[config.mk]
export PLATFORM = sky130hd
export DESIGN_NAME = oam_dma
export DESIGN_NICKNAME = d
export VERILOG_FILES = /design/src/rtl/oam_dma.sv
export SDC_FILE = /design/constraint.sdc
export NUM_CORES = 1
export LEC_CHECK = 0
export CAP_MARGIN = 10
export CORE_MARGIN = 2
export CORE_UTILIZATION = 42
export DETAILED_ROUTE_END_ITERATION = 8
export HOLD_SLACK_MARGIN = 0.02
export PLACE_DENSITY = 0.84
export SYNTH_ARGS = -nofsm -noshare
export SYNTH_HDL_FRONTEND = slang
export SYNTH_SLANG_ARGS = --single-unit
[constraint.sdc]
create_clock -name clk -period 2 [get_ports clk]
set_input_delay 0.3 -clock clk [delete_from_list [all_inputs] [get_ports clk]]
set_output_delay 0.3 -clock clk [all_outputs]
set_load 0.05 [all_outputs]
[src/rtl/oam_dma.sv]
// Sprite-attribute DMA: a CPU write to REG_ADDR halts the CPU and copies page $XX00-$XXFF into OAM_ADDR.
// Define OAM_DMA_ALIGN_EN to insert a dummy ALIGN read so that every READ lands on a get (parity==0) cycle.
//
// state   | meaning
// --------+--------------------------------------------------------------
// S_IDLE  | CPU owns the bus; a write to REG_ADDR latches the source page
// S_HALT  | cpu_rdy low, CPU still finishes its frozen cycle on the bus
// S_ALIGN | dummy read of {page,00} that puts the first READ on a get cycle
// S_READ  | read {page,idx} and capture bus_rdata
// S_WRITE | write the captured byte to OAM_ADDR, advance idx
module oam_dma #(
  parameter logic [15:0] REG_ADDR = 16'h4014,
  parameter logic [15:0] OAM_ADDR = 16'h2004
) (
  input  logic        clk,
  input  logic        reset,
  input  logic        reg_we,
  input  logic [15:0] reg_addr,
  input  logic [7:0]  reg_wdata,
  output logic        cpu_rdy,
  output logic        dma_active,
  output logic [15:0] bus_addr,
  output logic        bus_rw,
  output logic [7:0]  bus_wdata,
  input  logic [7:0]  bus_rdata,
  output logic        dma_done
);

  typedef enum logic [2:0] {
    S_IDLE  = 3'd0,
    S_HALT  = 3'd1,
    S_ALIGN = 3'd2,
    S_READ  = 3'd3,
    S_WRITE = 3'd4
  } state_t;

  state_t     r_state;
  state_t     w_next;
  logic [7:0] r_page;
  logic [7:0] r_idx;
  logic [7:0] r_latch;
  logic       r_done;
  logic       w_trig;
  logic       w_last;

  assign w_trig   = reg_we && (reg_addr == REG_ADDR);
  assign w_last   = (r_state == S_WRITE) && (r_idx == 8'hFF);
  assign dma_done = r_done;

`ifdef OAM_DMA_ALIGN_EN
  // Free-running from reset; 0 marks a get (read-legal) cycle.
  logic r_parity;

  always_ff @(posedge clk or posedge reset) begin
    if (reset) r_parity <= 1'b0;
    else       r_parity <= ~r_parity;
  end
`endif

  always_ff @(posedge clk or posedge reset) begin
    if (reset) begin
      r_state <= S_IDLE;
      r_page  <= 8'h00;
      r_idx   <= 8'h00;
      r_latch <= 8'h00;
      r_done  <= 1'b0;
    end else begin
      r_state <= w_next;
      r_done  <= w_last;
      if (r_state == S_IDLE && w_trig) begin
        r_page <= reg_wdata;
        r_idx  <= 8'h00;
      end
      if (r_state == S_READ)  r_latch <= bus_rdata;
      if (r_state == S_WRITE) r_idx   <= r_idx + 8'h01;
    end
  end

  always_comb begin
    w_next     = r_state;
    cpu_rdy    = 1'b1;
    dma_active = 1'b0;
    bus_addr   = 16'h0000;
    bus_rw     = 1'b1;
    bus_wdata  = 8'h00;
    case (r_state)
      S_IDLE: begin
        if (w_trig) w_next = S_HALT;
      end
      S_HALT: begin
        cpu_rdy = 1'b0;
`ifdef OAM_DMA_ALIGN_EN
        w_next = r_parity ? S_READ : S_ALIGN;
`else
        w_next = S_READ;
`endif
      end
      S_ALIGN: begin
        cpu_rdy    = 1'b0;
        dma_active = 1'b1;
        bus_addr   = {r_page, 8'h00};
        w_next     = S_READ;
      end
      S_READ: begin
        cpu_rdy    = 1'b0;
        dma_active = 1'b1;
        bus_addr   = {r_page, r_idx};
        w_next     = S_WRITE;
      end
      S_WRITE: begin
        cpu_rdy    = 1'b0;
        dma_active = 1'b1;
        bus_rw     = 1'b0;
        bus_addr   = OAM_ADDR;
        bus_wdata  = r_latch;
        w_next     = (r_idx == 8'hFF) ? S_IDLE : S_READ;
      end
      default: w_next = S_IDLE;
    endcase
  end

endmodule

; Word-level counts from Yosys, hierarchy flattened
; Cells that the tools add are included.
[word_totals]
ff_bits = 28
input_bits = 35
wordCells = 31
[classes]
eq_ne = 7
add_sub_neg = 1
mux = 10
n_reduce_logical = 8
[op_table]
columns = op, count
row1 = one-hot mux 16 bit (3 select lines), 1
row2 = 2-to-1 mux 8 bit, 3
row3 = equality test 16 x 15 -> 1 bit (second input constant), 1
row4 = one-hot mux 3 bit (4 select lines), 1
row5 = adder 8 x 1 -> 8 bit (second input constant), 1
row6 = equality test 8 bit (second input constant), 1
row7 = equality test 3 x 2 -> 1 bit (second input constant), 2
row8 = OR reduction 4 bit, 1
row9 = equality test 3 x 1 -> 1 bit (second input constant), 1
row10 = equality test 3 bit (second input constant), 1
row11 = logical AND 1 bit, 3
row12 = zero test 3 bit, 1
row13 = 2-to-1 mux 1 bit, 3
row14 = 2-to-1 mux 3 bit, 1
row15 = OR reduction 3 bit, 1
row16 = 2-to-1 mux 2 bit, 1
row17 = inequality test 2 bit (second input constant), 1
row18 = nonzero test 2 bit, 1
row19 = OR reduction 2 bit, 1

; Logic depth before layout (Yosys ltp)
; Gate-level depths: netlist (run 1).
[depth]
word_depth = 5
depth_mapped = 7
ltp_nobuf = 5

; Worst setup path before layout (run 1)
; Ideal clock, no wire load.
[synth_timing]
path_kind = register to output
from = register r_state[0]
to = output port bus_addr[13]
path_slack_ns = 0.054
stages_incl_launch_ff = 6
t_required_ns = 1.700
arrival_ns = 1.646
n_path_buf = 2
cell_sequence = dfrtp_1 buf_6 nor3b_2 inv_1 buf_2 nand2_1
[synth_between]
elab_chain_len = 2
[synth_rtl]
columns = item, line_no
row1 = from (decl), 37  ; state_t r_state;
row2 = from (signal assigned), 68  ; r_state <= w_next;
row3 = equality test 3 bit / equality test 3 x 2 -> 1 bit (equally long branches), 86  ; case (r_state)
row4 = one-hot mux 16 bit (3 select lines) *, 86
row5 = to (decl), 22  ; output logic [15:0] bus_addr,
; Mark *: on every way between the ends. The rest lies on a longest branch, timed or not.

; Worst setup path in the final report (run 1)
[layout_timing]
from = register r_state[2]
to = output port bus_addr[2]
; The elaborated chain is that of the path after synthesis.

==> results of run 1 <==
cells in the final DEF (no fill, tap or decap), types with 3 or more instances in the layout:
cell type,instances
inv_1,4
nor4_1,4
dfrtp_1,27
nand3_1,7
buf_12,26
buf_4,15
clkdlybuf4s50_1,35
mux2_2,9
and3_1,4
o31ai_1,3
nand2_1,11
o21ai_0,4
nor2_1,9
clkbuf_4,3
and2_1,16
mux2_4,7
layer usage:
layer / global-route usage / part of all wire
met1: 0.261 / 0.39
met4: 0.0372 / 0.0061
met2: 0.384 / 0.51
met3: 0.0651 / 0.088
met5: 0 / 0
synthesized netlist by cell type, types with 4 or more instances:
library cell | instances | share of area
nor4_1 | 4 | 0.016
nor2_1 | 11 | 0.027
nand2_1 | 13 | 0.032
dfrtp_1 | 28 | 0.46
mux2_4 | 7 | 0.069
inv_1 | 5 | 0.012
and2_1 | 16 | 0.066
and3_1 | 4 | 0.016
nand3_1 | 7 | 0.023
o21ai_0 | 4 | 0.013
mux2_2 | 9 | 0.067
flip-flops by register name (all words and copies together), names as in the netlist:
register,cells
r_latch,8
r_state,3
r_idx,8
dma_done,1
r_page,8
worst max-delay path: cells and delay by family (launching register included):
family                 cells  cell delay (ps)
buffers and inverters      4              600
flip-flops                 1              420
AND/OR/NAND/NOR            2              340
worst min-delay path by stage:
stage | from | to | depth (start not counted)
after floorplan | reset | dma_done | 1
after global placement | r_latch[7] | r_latch[7] | 1
after detailed placement | r_page[1] | r_page[1] | 1
after CTS | reset | r_page[0] | 3
after global routing | reset | r_page[0] | 3
final | reset | r_page[0] | 3
kinds of logic after synthesis:
family / after synthesis / synth area share
AOI/OAI and AO/OA: 12 / 0.0535
xor gates and xnor gates: 3 / 0.0173
adders and majority gates: 1 / 0.00824
buffers and inverters: 13 / 0.0437
DFF: 28 / 0.461
muxes: 16 / 0.136
and+or+nand+nor: 71 / 0.280
what timing repair did:
item,CTS,global route
hold endpoints to repair,0,0
setup buffers,5,1
endpoints found under the setup margin,4,21
pin swaps,0,1
gates resized for setup,5,7
where the power goes:
group / total, mW / switching (mW) / internal [mW]
registers: 0.968 / 0.206 / 0.762
clock network: 0.369 / 0.166 / 0.203
logic: 2.01 / 1.03 / 0.981
total: 3.34 / 1.40 / 1.95
layout make-up:
cell class | instances | area [um^2] | share of cell area
Timing Repair Buffer | 79 | 1020 | 0.388
Multi-Input combinational cell | 103 | 773 | 0.294
Sequential cell | 28 | 702 | 0.267
Tap cell | 46 | 57.6 | 0.0219
Clock inverter | 1 | 30.0 | 0.0114
Inverter | 6 | 26.3 | 0.00998
Clock buffer | 3 | 22.5 | 0.00856
==> flow_summary.yaml, run 1 <==
sta:
  final_max_slew_viol_count: 0
  finClkSkew_ps: 9.24
  fin_setup_tns_ps: 0
  post-route-period-util: 1.00
  relSlewSlack: 0.665
  hold_viol: 0
  period_needed_ps: 2000
  grt_setup_unrepaired: "true"
  fin_hold_ws_ps: 309
  tightest_slew_ps: 501
  finalSetupViolCount: 0
  timing.fmax_mhz: 500
  fin_ws_ps: 0.463
run_status:
  status: "complete, no violations"
floorplanning:
  die_area_um2: 4110
  coreArea_um2: 3420
  num_io_pins: 63
  die_y_um: 64.1
  rows: 21
  die_x_um: 64.1
  initial_core_util: 0.445
power:
  vdd_drop_max_mv: 0.987
  powerDensity_nw_per_um2: 1270
  power_leakage_nw: 1.16
  fin_total_pwr_mw: 3.34
finish:
  num_antenna_cells: 0
  nNetsFinal: 257
  drive_above_1_share: 0.355
  synthToLayoutAreaGrowth_pct: 73.3
  final_cell_area_um2: 2630
  fillCellCount: 215
  fin_util: 0.771
  fin_cells: 266
worst_setup_path:
  worst_setup_path_startpoint: "r_state[2]"
  required_ps: 1700
  cp.arrival_ps: 1700
  critical_path.endpoint_type: "primary output"
  r2r_setup_slack_ps: 90
  cp_slowest_stage_delay_ps: 420
  r2r-start: "r_state[2]"
  worstRegToRegCells: 6
  slowest_stage: "dfrtp_1"
  crit_path_start_kind: "flop"
  crit_chain: "buf_6 -> nor3b_2 -> buf_6 -> clkinvlp_4 -> nand2_1 -> buf_12"
  r2r_end: "r_page[6]"
  critPathMaxFanout: 11
  crit_path_frequent_cell: "buf_6"
  criticalPathCategory: "flop to primary output"
  cp-endpoint: "bus_addr[2]"
grt:
  grt_usage: 0.216
  grt_max_degree: 29
  antenna_found_initial: 0
  grt-ovfl-total: 0
  grt_pass1_wl_um: 7040
  grt_pass1_vias: 1523
clocking:
  cts_tree: "yes"
  cts_buffer_depth: 2
  htreeDepth: 1
  numCtsBuffers: 3
  hold_buffers: 0
  cts_root_buffer: "clkbuf_4"
  clock_latency_ps: 330
  clock-sinks: 28
  cts.clk_slew.worst_paths_ps: 150
yosys:
  syn_inst: 144
  async_reset_ff_frac: 1.00
  ys_seq_elements: 28
  synthesis.area_um2: 1520
  synth_edf_count: 0
  synthFlopType: "dfrtp_1"
  synth_nets: 180
  ys_seq_area_frac: 0.461
  synth.avg_cell_area_um2: 10.5
  synth_warnings: 0
  ys_types: 38
routing:
  firstDrtPassIters: 4
  wire_per_inst_um: 15.4
  via_per_inst: 5.18
  drtAntennaViolNets: 0
  dr.first_iter.drc_count: 43
  drc: 0
  routed_wl_um: 4100
  vias: 1377
place:
  placed_area_um2: 2490
  numPortBuffers: 62
  gp_congestion: 0.851
  preCtsSetupSlack_ps: -224
  dp.cells: 256
  hpwlAfterDp_um: 3130
hold_path:
  hp-class: "input pin to async pin"
flow_run:
  max_cap_viol_count: 0
Power figures use the tool's default switching activity.
==> run 2: changes to the inputs <==
--- a/config.mk
+++ b/config.mk
@@ -6,11 +6,15 @@
 export NUM_CORES = 1
 export LEC_CHECK = 0
 export CAP_MARGIN = 10
+export CELL_PAD_IN_SITES_DETAIL_PLACEMENT = 1
+export CELL_PAD_IN_SITES_GLOBAL_PLACEMENT = 2
 export CORE_MARGIN = 2
-export CORE_UTILIZATION = 42
+export CORE_UTILIZATION = 25
 export DETAILED_ROUTE_END_ITERATION = 8
 export HOLD_SLACK_MARGIN = 0.02
+export MAX_ROUTING_LAYER = met4
 export PLACE_DENSITY = 0.84
 export SYNTH_ARGS = -nofsm -noshare
 export SYNTH_HDL_FRONTEND = slang
 export SYNTH_SLANG_ARGS = --single-unit
+export TNS_END_PERCENT = 1
==> run 2 against run 1 <==
Sequential power up 2%. Design area up 0.57%. Flip-flop and latch count unchanged. Hold slack better by 88 ps. Total power fell by 3.5%. Global-route usage down 7.9 points. Maximum frequency increased by 3.7%. Via count fell by 2.5%. Count of clock-buffer cells in the layout did not move. Combinational power decreased by 3%. Critical path type unchanged. Largest cell class unchanged.
==> flow_summary.yaml, run 2 (synthesized netlist as in run 1, its figures left out) <==
power:
  switching_share: 0.428
  pwr-share-comb: 0.602
  powerDensity_nw_per_um2: 1220
  vdd_drop_max_mv: 0.608
  p_seq_frac: 0.305
  fin_total_pwr_mw: 3.23
  clkPwrFrac: 0.093
  p_int_mw: 1.85
  netSwitchingPower_mw: 1.38
  power_leakage_nw: 1.15
worst_setup_path:
  cp_slowest_stage_delay_ps: 440
  required_ps: 1700
  critical_path.endpoint_type: "primary output"
  criticalPathCategory: "flop to primary output"
  crit_path_frequent_cell: "nand2_1"
  r2r_setup_slack_ps: 100
  path_buf_inv: 3
  critPathMaxFanout: 5
  r2r_end: "r_page[6]"
  crit_chain: "buf_6 -> and2b_2 -> nand2_2 -> inv_2 -> nand2_1 -> nand2_1 -> buf_12"
  crit_family: "simple AND/OR/NAND/NOR gates"
  r2r-start: "r_state[2]"
  cp.arrival_ps: 1630
  worstRegToRegCells: 5
  crit_path_start_kind: "flop"
  slowest_stage: "dfrtp_1"
grt:
  grt_max_degree: 29
  antenna_found_initial: 0
  grt_usage: 0.137
  grt-ovfl-total: 0
  grt_pass1_wl_um: 6920
  grt_pass1_vias: 1520
routing:
  firstDrtPassIters: 4
  dr.first_iter.drc_count: 38
  wire_per_inst_um: 14.6
  via_per_inst: 4.61
  drtAntennaViolNets: 0
  vias: 1342
  routed_wl_um: 4240
  drc: 0
clocking:
  cts_root_buffer: "clkbuf_8"
  hold_buffers: 0
  cts_buffer_depth: 2
  clock_latency_ps: 270
  htreeDepth: 1
  numCtsBuffers: 3
  clock-sinks: 28
  cts_tree: "yes"
  cts.clk_slew.worst_paths_ps: 90
run_status:
  status: "complete, no violations"
finish:
  synthToLayoutAreaGrowth_pct: 74.3
  final_cell_area_um2: 2650
  fin_cells: 291
  final_cell_mix: "clkdlybuf4s50_1 (35), dfrtp_1 (28), buf_12 (27)"
  drive_above_1_share: 0.352
  fin_util: 0.450
  num_antenna_cells: 0
  top_regs: "r_idx: 8 flops, r_latch: 8 flops, r_page: 8 flops"
  final_common_cell: "clkdlybuf4s50_1"
  nNetsFinal: 254
sta:
  grt_setup_unrepaired: "true"
  period_needed_ps: 1930
  tightest_slew_ps: 498
  finClkSkew_ps: 5.93
  finalSetupViolCount: 0
  final_max_slew_viol_count: 0
  post-route-period-util: 0.964
  hold_viol: 0
  timing.fmax_mhz: 518
  relSlewSlack: 0.667
  fin_setup_tns_ps: 0
hold_path:
  hp-class: "input pin to async pin"
floorplanning:
  initial_core_util: 0.258
  num_io_pins: 63
  coreArea_um2: 5890
  die_area_um2: 6710
  die_y_um: 81.9
  die_x_um: 81.9
  rows: 28
place:
  gp_congestion: 0.786
  dp.cells: 286
  placed_area_um2: 2550
  hpwlAfterDp_um: 3320
  numPortBuffers: 62
flow_run:
  max_cap_viol_count: 0
## run 2: cell types whose count changed in the layout (fill, tap and decap cells not counted), sizes merged
cell / previous run / this run
buf: 44 / 41
inv: 5 / 6
clkinvlp: 1 / 0
bufinv: 1 / 0
## run 2: what timing repair did
item	4_1_cts	5_1_grt
setup endpoints to repair	5	14
cloned	0	0
hold endpoints to repair	0	0
resized for setup	4	9
setup buffers	1	1
pin swaps	0	0
## run 2: final cells by class
| type | count | area [um^2] |
|---|---|---|
| timing repair buffer | 76 | 1010 |
| inverter | 6 | 22.5 |
| sequential | 28 | 701 |
| fill | 643 | 3240 |
| multi-input combinational | 103 | 782 |
| clock buffer | 3 | 41.3 |
| tap | 75 | 93.8 |
## run 2: through the flow
stage | setup WS, ps | hold slack, ps
after detailed placement | -219 | 485
after global routing | -14.2 | 429
after global placement | -180 | 481
final | 71.3 | 398
after floorplan | 54.4 | 365
after CTS | -9.79 | 405
## run 2: layer usage
metal	GRT usage	share of wire
met5	-	0
met2	0.238	0.50
met3	0.0374	0.077
met1	0.157	0.42
met4	0.0300	0.0090
## run 2: worst min-delay path: stages
cell and delay, ps:
clkdlybuf4s50_1 400, inv_1 50, buf_4 330
## run 2: power groups by stage
stage / clock (mW) / combinational (mW) / sequential, mW
4_1_cts: 0.324 / 1.93 / 0.972
3_3_place_gp: 0 / 1.85 / 0.970
6_report: 0.301 / 1.94 / 0.984
5_1_grt: 0.343 / 2.09 / 1.02
2_1_floorplan: 0 / 1.10 / 0.880
3_5_place_dp: 0 / 1.89 / 0.982
## run 2: how the worst max path moves through the flow
stage           startpoint      endpoint  cells after the start
6_report        r_state[2]   bus_addr[2]                      7
5_1_grt         r_state[2]   bus_addr[2]                      7
4_1_cts         r_state[2]  bus_wdata[2]                      5
3_5_place_dp   reg_addr[4]     r_page[6]                      6
3_3_place_gp   reg_addr[4]     r_page[6]                      6
2_1_floorplan   r_state[0]  bus_addr[13]                      5
==> run 3: changes to the inputs <==
--- a/config.mk
+++ b/config.mk
@@ -5,7 +5,7 @@
 export SDC_FILE = /design/constraint.sdc
 export NUM_CORES = 1
 export LEC_CHECK = 0
-export CAP_MARGIN = 10
+export CAP_MARGIN = 20
 export CELL_PAD_IN_SITES_DETAIL_PLACEMENT = 1
 export CELL_PAD_IN_SITES_GLOBAL_PLACEMENT = 2
 export CORE_MARGIN = 2
==> results of run 3 <==
The final DEF is identical to that of run 2; final timing and power are the same.
